## src/rtl/pwm_decoder_pkg.sv

```systemverilog
// Shared types and defaults for the PWM decoder.
// Holds the FSM state encoding and the default counter width / stuck timeout.
package pwm_decoder_pkg;

    typedef enum logic [1:0] {
        ST_WAIT_RISE = 2'd0,
        ST_HIGH      = 2'd1,
        ST_LOW       = 2'd2,
        ST_STUCK     = 2'd3
    } state_e;

    localparam int CNT_W_DEF   = 16;
    localparam int TIMEOUT_DEF = 1024;

endpackage

```

## src/rtl/sync_edge_det.sv

```systemverilog
// Two-flop synchronizer with a third flop for edge detection.
// Ports: clk, rst_n (sync, active-low), d (async in); level, rise, fall (1-cycle pulses).
module sync_edge_det
    import pwm_decoder_pkg::*;
(
    input  logic clk,
    input  logic rst_n,
    input  logic d,
    output logic level,
    output logic rise,
    output logic fall
);

    logic s1_q, s2_q, s3_q;
    logic s1_d, s2_d, s3_d;

    always_comb begin
        s1_d = d;
        s2_d = s1_q;
        s3_d = s2_q;
    end

    always_ff @(posedge clk) begin
        if (!rst_n) begin
            s1_q <= 1'b0;
            s2_q <= 1'b0;
            s3_q <= 1'b0;
        end else begin
            s1_q <= s1_d;
            s2_q <= s2_d;
            s3_q <= s3_d;
        end
    end

    assign level = s2_q;
    assign rise  = s2_q & ~s3_q;
    assign fall  = ~s2_q & s3_q;

endmodule

```

## src/rtl/pwm_decoder.sv

```systemverilog
// PWM decoder: measures high time and rising-to-rising period of pwm_in, flags stuck input.
// Ports: clk, rst_n, ena, pwm_in; high_cnt, period_cnt, valid, stuck_high, stuck_low.
module pwm_decoder
    import pwm_decoder_pkg::*;
#(
    parameter int CNT_W   = CNT_W_DEF,
    parameter int TIMEOUT = TIMEOUT_DEF
) (
    input  logic             clk,
    input  logic             rst_n,
    input  logic             ena,
    input  logic             pwm_in,
    output logic [CNT_W-1:0] high_cnt,
    output logic [CNT_W-1:0] period_cnt,
    output logic             valid,
    output logic             stuck_high,
    output logic             stuck_low
);

    localparam logic [CNT_W-1:0] ONE = CNT_W'(1);
    localparam logic [CNT_W-1:0] TO  = CNT_W'(TIMEOUT);

    logic lvl, rise, fall;
    logic idle_hit;

    state_e           state_q, state_d;
    logic [CNT_W-1:0] hi_ctr_q, hi_ctr_d;
    logic [CNT_W-1:0] per_ctr_q, per_ctr_d;
    logic [CNT_W-1:0] idle_q, idle_d;
    logic [CNT_W-1:0] high_cnt_q, high_cnt_d;
    logic [CNT_W-1:0] period_cnt_q, period_cnt_d;
    logic             valid_q, valid_d;
    logic             stuck_high_q, stuck_high_d;
    logic             stuck_low_q, stuck_low_d;

    sync_edge_det u_sync (
        .clk   (clk),
        .rst_n (rst_n),
        .d     (pwm_in),
        .level (lvl),
        .rise  (rise),
        .fall  (fall)
    );

    function automatic logic [CNT_W-1:0] sat_inc(input logic [CNT_W-1:0] v);
        return (&v) ? v : v + ONE;
    endfunction

    always_comb begin
        state_d      = state_q;
        hi_ctr_d     = hi_ctr_q;
        per_ctr_d    = per_ctr_q;
        idle_d       = (rise || fall) ? '0 : sat_inc(idle_q);
        high_cnt_d   = high_cnt_q;
        period_cnt_d = period_cnt_q;
        valid_d      = 1'b0;
        stuck_high_d = stuck_high_q;
        stuck_low_d  = stuck_low_q;
        idle_hit     = (idle_d == TO);

        if (!ena) begin
            state_d   = ST_WAIT_RISE;
            hi_ctr_d  = '0;
            per_ctr_d = '0;
            idle_d    = '0;
        end else begin
            unique case (state_q)
                ST_WAIT_RISE: begin
                    if (rise) begin
                        state_d      = ST_HIGH;
                        hi_ctr_d     = ONE;
                        per_ctr_d    = ONE;
                        stuck_high_d = 1'b0;
                        stuck_low_d  = 1'b0;
                    end else if (fall) begin
                        stuck_high_d = 1'b0;
                        stuck_low_d  = 1'b0;
                    end else if (idle_hit) begin
                        stuck_high_d = lvl;
                        stuck_low_d  = ~lvl;
                    end
                end
                ST_HIGH: begin
                    if (fall) begin
                        // The fall cycle belongs to the low phase.
                        state_d   = ST_LOW;
                        per_ctr_d = sat_inc(per_ctr_q);
                    end else if (idle_hit) begin
                        state_d      = ST_STUCK;
                        stuck_high_d = lvl;
                        stuck_low_d  = ~lvl;
                    end else begin
                        hi_ctr_d  = sat_inc(hi_ctr_q);
                        per_ctr_d = sat_inc(per_ctr_q);
                    end
                end
                ST_LOW: begin
                    if (rise) begin
                        state_d      = ST_HIGH;
                        high_cnt_d   = hi_ctr_q;
                        period_cnt_d = per_ctr_q;
                        valid_d      = 1'b1;
                        hi_ctr_d     = ONE;
                        per_ctr_d    = ONE;
                    end else if (idle_hit) begin
                        state_d      = ST_STUCK;
                        stuck_high_d = lvl;
                        stuck_low_d  = ~lvl;
                    end else begin
                        per_ctr_d = sat_inc(per_ctr_q);
                    end
                end
                ST_STUCK: begin
                    if (rise) begin
                        state_d      = ST_HIGH;
                        hi_ctr_d     = ONE;
                        per_ctr_d    = ONE;
                        stuck_high_d = 1'b0;
                        stuck_low_d  = 1'b0;
                    end else if (fall) begin
                        state_d      = ST_WAIT_RISE;
                        hi_ctr_d     = '0;
                        per_ctr_d    = '0;
                        stuck_high_d = 1'b0;
                        stuck_low_d  = 1'b0;
                    end
                end
                default: state_d = ST_WAIT_RISE;
            endcase
        end
    end

    always_ff @(posedge clk) begin
        if (!rst_n) begin
            state_q      <= ST_WAIT_RISE;
            hi_ctr_q     <= '0;
            per_ctr_q    <= '0;
            idle_q       <= '0;
            high_cnt_q   <= '0;
            period_cnt_q <= '0;
            valid_q      <= 1'b0;
            stuck_high_q <= 1'b0;
            stuck_low_q  <= 1'b0;
        end else begin
            state_q      <= state_d;
            hi_ctr_q     <= hi_ctr_d;
            per_ctr_q    <= per_ctr_d;
            idle_q       <= idle_d;
            high_cnt_q   <= high_cnt_d;
            period_cnt_q <= period_cnt_d;
            valid_q      <= valid_d;
            stuck_high_q <= stuck_high_d;
            stuck_low_q  <= stuck_low_d;
        end
    end

    assign high_cnt   = high_cnt_q;
    assign period_cnt = period_cnt_q;
    assign valid      = valid_q;
    assign stuck_high = stuck_high_q;
    assign stuck_low  = stuck_low_q;

endmodule

```

## config.mk

```make
export PLATFORM = sky130hd
export DESIGN_NAME = pwm_decoder
export DESIGN_NICKNAME = d
export VERILOG_FILES = /design/src/rtl/pwm_decoder_pkg.sv /design/src/rtl/sync_edge_det.sv /design/src/rtl/pwm_decoder.sv
export SDC_FILE = /design/constraint.sdc
export NUM_CORES = 1
export LEC_CHECK = 0
export CORE_MARGIN = 2
export CORE_UTILIZATION = 30
export CTS_CLUSTER_SIZE = 20
export DETAILED_ROUTE_END_ITERATION = 12
export SLEW_MARGIN = 15
export SYNTH_ARGS = -nofsm -noshare
export SYNTH_HDL_FRONTEND = slang
export SYNTH_SLANG_ARGS = --single-unit
```

## constraint.sdc

```tcl
create_clock -name clk -period 4.64 [get_ports clk]
set_input_delay 0.464 -clock clk [delete_from_list [all_inputs] [get_ports clk]]
set_output_delay 0.464 -clock clk [all_outputs]
set_load 0.02 [all_outputs]
```

### After elaboration in Yosys (flattened, before gate mapping)

Cells that the tools add are included.

* $add $sub $neg: 3
* bitwise operators: 4
* eq/ne operators: 11
* multiplexer cells: 36
* reductions and logical operators: 12

Operators by type and width (count)
* $mux W16: 12
* $pmux W16 S4: 1
* $add A16 B1 Y16 const B: 3
* $pmux W16 S3: 1
* $reduce_and A16 Y1: 3
* $eq A16 B11 Y1 const B: 1
* $mux W1: 13
* $mux W2: 6
* $ne A2 B2 Y1 const B: 5
* $pmux W1 S4: 2
* $pmux W2 S4: 1
* $reduce_and A3 Y1: 2
* $reduce_and A5 Y1: 1
* $eq A2 B2 Y1 const B: 2
* $reduce_and A2 Y1: 2
* $reduce_and A4 Y1: 1
* $ne A3 B3 Y1 const B: 1
* $and A1 B1 Y1: 2
* $eq A2 B1 Y1 const B: 1
* $logic_not A2 Y1: 1
* $ne A2 B1 Y1 const B: 1
* $not A1 Y1: 2
* $reduce_or A2 Y1: 1
* $logic_or A1 B1 Y1: 1

* output and inout port bits: 35
* logic and storage cells: 78
* bits of input ports: 4
* flip-flop bits (word level): 88

### Longest topological paths before layout

* word-level depth: 9
* gate-level depth with buffers: 12
* gate-level depth less buffers: 9

### Cells and area by module

Synthesis repeated with hierarchy kept, for this count alone.

* cell total of the unflattened synthesis: 573
* area, all modules: 4531.8 µm²

Modules (own cells, without submodules)
* pwm_decoder: times used 1, area each 4440.5 µm², cells an instance 565, seq. area each 1701.6 µm²
* sync_edge_det: times used 1, area each 91.3 µm², cells an instance 8, seq. area each 60.1 µm²

### Worst setup path after synthesis

No wires, ideal clock.

* path kind: reg-to-reg
* start: register idle_q[0]
* end: register hi_ctr_q[2]
* slack: 1.957 ns
* arrival: 2.612 ns
* setup time: 0.070 ns
* period minus slack after synthesis: 2.683 ns
* cell stages (with the launch flop): 12
* data required time: 4.570 ns
* path buffers: 3
* cell sequence: dfxtp_1 > ha_1 > and4_1 > buf_4 > nand4_4 > mux2_4 > and4_4 > buf_6 > and4_4 > buf_6 > or4_1 > a21oi_1

* cells in the longest elaborated chain, start to end: 6
* elaborated cells between the ends (all ways): 7
* those cells by class: add/sub (1); eq/ne (2); mux (2); reduce/logical (2)

Ends and longest elaborated chain
* start, declared: RTL line pwm_decoder.sv:29 `logic [CNT_W-1:0] idle_q, idle_d;`
* start signal, assigned: RTL line pwm_decoder.sv:148 `idle_q <= idle_d;`
* $add A16 B1 Y16 / $reduce_and A16 Y1 (equally long branches): RTL line pwm_decoder.sv:46 `return (&v) ? v : v + ONE;`
* $mux W16 *: RTL line pwm_decoder.sv:46
* $mux W16 *: RTL line pwm_decoder.sv:53 `idle_d = (rise || fall) ? '0 : sat_inc(idle_q);`
* $eq A16 B11 Y1 *: RTL line pwm_decoder.sv:59 `idle_hit = (idle_d == TO);`
* $ne A2 B2 Y1 (no source line) *
* $reduce_and A5 Y1 (no source line) *
* end signal, assigned: RTL line pwm_decoder.sv:146 `hi_ctr_q <= hi_ctr_d;`
* end, declared: RTL line pwm_decoder.sv:27 `logic [CNT_W-1:0] hi_ctr_q, hi_ctr_d;`

Mark *: on every way between the ends. The rest lies on a longest branch, timed or not.
A chain may end at the register's enable or synchronous reset.

### Final worst setup path

* start: register idle_q[0]
* end: register per_ctr_q[10]

* cells in the longest elaborated chain, start to end: 7
* elaborated cells between the ends (all ways): 9
* those cells by class: add/sub (1); eq/ne (1); mux (6); reduce/logical (1)

Ends and longest elaborated chain
* $add A16 B1 Y16 / $reduce_and A16 Y1 (equally long branches): RTL line pwm_decoder.sv:46
* $mux W16 *: RTL line pwm_decoder.sv:46
* $mux W16 *: RTL line pwm_decoder.sv:53
* $eq A16 B11 Y1 *: RTL line pwm_decoder.sv:59
* $mux W16 *
* $mux W16 (on tied branches)
* $pmux W16 S4 *
* end signal, assigned: RTL line pwm_decoder.sv:147 `per_ctr_q <= per_ctr_d;`
* end, declared: RTL line pwm_decoder.sv:28 `logic [CNT_W-1:0] per_ctr_q, per_ctr_d;`

Marks and branches as above.

==> run metrics <==
vias after detailed routing=4365; post-CTS sizing=0; CTS tree=done; synth warn=0; Avg WL per Cell=14.8 um; Core Area=15300 um^2; fin nets=624; fin crit share=~71%; power per cell area=275 nW/um^2; post-synth top area share=37.4%; GRT Resource Usage Total=15.0%; CP Class=reg -> reg; CTS Sinks=between 80 and 90; root buffer cell=clkbuf_16; die width=129 um; Compound-Gate Fraction of Synth Area=19.4%; drt drc=0; CP Data Required Time=slightly below 5000 ps; adder-cell share of the synthesized area=approximately 2.7%; initial antenna violation count=0; min Tclk post-route=approximately 3300 ps; WL final=12.2 mm; CP dominant cell by count=nand4_1; CP endpoint kind=register; die area=16700 um^2; # setup viols final=0; top-count cell post-synth=nand2_1; Synth cell types=65; DR pass1 iterations=4; first-pass GRT wire length=20.0 mm; GRT Residual Overflow=0; min-delay worst type=reg -> reg; Least-Margin Pin Slew=a little under 1000 ps; vias in the first global route=4089; largest net degree at the start of global routing=36; maximum vdd drop=0.157 mV; cts hold-fix bufs=0; sequential element share of the synthesized area=a little under two fifths; EDFF count, synth=0; layout cells sized above 1=6.03%; 1st-iter DRT viols=roughly 330; Max FO, Critical Path=18; Net Count, Synth=slightly above 600; clock skew=4.40 ps; Die Span Y=129 um; H-tree depth=3; Post-synth ARST share=0%; Initial Utilization=30.8%; largest cells by area after synthesis=dfxtp_1, nand2_1, a21oi_1; Fillers=1588; Yosys reg bits=88; Main synth FF type=dfxtp_1; clock buffer count from CTS=9; Mapped Cells=592; cell row count=45; Slew Limit Headroom=33.9%; FF-to-FF End=per_ctr_q[10]$_SDFFE_PN0P_; Register-to-Register Path Depth=8; WP data arrival=3560 ps; largest family of logic cells by synthesized area=simple AND/OR/NAND/NOR gates; worst setup path endpoint=per_ctr_q[10]$_SDFFE_PN0P_; leak pwr=1.84 nW; WHS=435 ps; Cell Chain, Critical Path=ha_1 -> nand4_1 -> or4_1 -> a21oi_1 -> and4_1 -> nand4_1 -> nor4b_1 -> o22a_1; synthesized area=4700 um^2; clk slew on worst S/H paths=roughly 60 ps; utilization after layout=between 30% and 40%; slowest CP cell=nand4_1; Final Hold Fails=0; TNS Setup=0 ps; area grow syn2layout=16.4%; total power=1.51 mW; R2R Path Start=idle_q[0]$_SDFF_PN0_; Top-Level Pins=39; crit-path max cell delay=between 600 and 700 ps; CTS Buffer Depth=2; post-synthesis mux area share=2.71%; leading area contributor after synthesis=dfxtp_1; Max-Cap Viols=0; IO buf count=38; crit path launch=idle_q[0]$_SDFF_PN0_; GPL Wtd Cong=0.870; most frequent cells after synthesis=nand2_1, dfxtp_1, a21oi_1, nor2_1, nand3_1; Slew Limit Fails=0; Post-Synth XOR/XNOR Area=1.49%; drt via density=5.29; post-route ant nets=0; outcome=finished, final reports clean; Skew-Pair Late Insertion Delay=350 ps; simple-gate share of the synthesized area=31.5%; Antenna Cells=0; average cell area after synthesis=roughly 7.9 um^2; placed wire-length estimate=slightly below 9 mm; unrepaired setup endpoints after global routing=no; FMAX=0.302 GHz; worst reg2reg setup slack=1330 ps; postcts setup bufs=0; Setup crit start kind=register
cells by family (layout without fill, tap and decap cells):
group,Yosys count,after routing
xor+xnor,8,8
flops,88,88
compound gates,146,146
fa+ha+maj,10,10
buf+inv,49,71
simple gates,279,279
mux,12,12
stage by stage:
stage / instances / setup WS, ps / area [um^2]
2_1_floorplan: 592 / 1960 / 4700
3_3_place_gp: 810 / 1460 / 5200
3_5_place_dp: 810 / 1370 / 5200
4_1_cts: 825 / 1350 / 5480
5_1_grt: 825 / 989 / 5480
6_report: 825 / 1330 / 5480
layout by cell type (no fill, tap or decap), types with 4 or more instances in the layout:
cell type         n
a21oi_1          57
o21ai_1           7
clkbuf_16         9
nor4_1            4
nand2b_1          4
nor3_1            7
nor2_1           41
o211ai_1          5
xnor2_1           5
dfxtp_1          88
ha_1             10
and4_1            9
inv_1            14
a31oi_1          14
nand3_1          28
nor2b_1           5
or3_1             8
a211oi_1          5
nand2_1          98
or4_1             8
and3_1           20
and2_1           10
o31ai_1           7
o21ai_0          18
nand4_1          19
mux2i_1           9
clkdlybuf4s50_1  38
how the worst min path moves through the flow:
stage	endpoint	depth (start not counted)	from	slack [ps]
after floorplan	u_sync.level$_SDFF_PN0_	1	u_sync.s1_q$_SDFF_PN0_	410
after global placement	u_sync.level$_SDFF_PN0_	1	u_sync.s1_q$_SDFF_PN0_	430
after detailed placement	u_sync.level$_SDFF_PN0_	1	u_sync.s1_q$_SDFF_PN0_	420
after CTS	u_sync.level$_SDFF_PN0_	1	u_sync.s1_q$_SDFF_PN0_	440
after global routing	u_sync.level$_SDFF_PN0_	1	u_sync.s1_q$_SDFF_PN0_	450
final	u_sync.level$_SDFF_PN0_	1	u_sync.s1_q$_SDFF_PN0_	430
per-layer routing:
layer / track usage [%] / up-vias / share of wire, %
li1: - / 2201 / -
met1: 18.6 / 2061 / 45
met2: 24.8 / 80 / 49
met3: 3.18 / 23 / 3.4
met4: 6.91 / 0 / 2.5
met5: 0 / - / 0
sequential cells by signal, indices dropped and copies added, names as in the netlist:
signal and flops:
stuck_high 1, high_cnt 16, state_q 2, hi_ctr_q 16, period_cnt 16, valid 1
u_sync.s3_q 1, stuck_low 1, per_ctr_q 16, u_sync.s1_q 1, u_sync.level 1, idle_q 16
power by group:
part	switching [mW]	total [mW]	internal, mW
combinational	0.0387	0.0561	0.0175
clock	0.326	0.688	0.363
sequential	0.00363	0.761	0.758
total	0.368	1.51	1.14
layout make-up:
| class | count | area [um^2] | area share [%] |
|---|---|---|---|
| clock inverters | 6 | 46.3 | 0.845 |
| multi-input cells | 455 | 2720 | 49.7 |
| inverters | 15 | 56.3 | 1.03 |
| clock buffers | 9 | 225 | 4.11 |
| well taps | 211 | 264 | 4.82 |
| flip-flops and latches | 88 | 1760 | 32.2 |
| repair buffers | 41 | 403 | 7.36 |
worst max-delay path: cells and delay by family, from the launching register on:
family / cells / cell delay [ps]
AO/OA/AOI/OAI: 2 / 320
AND/OR/NAND/NOR: 5 / 2190
adder cells (fa/ha/maj): 1 / 260
flip-flops: 1 / 430
Power figures use the tool's default switching activity.
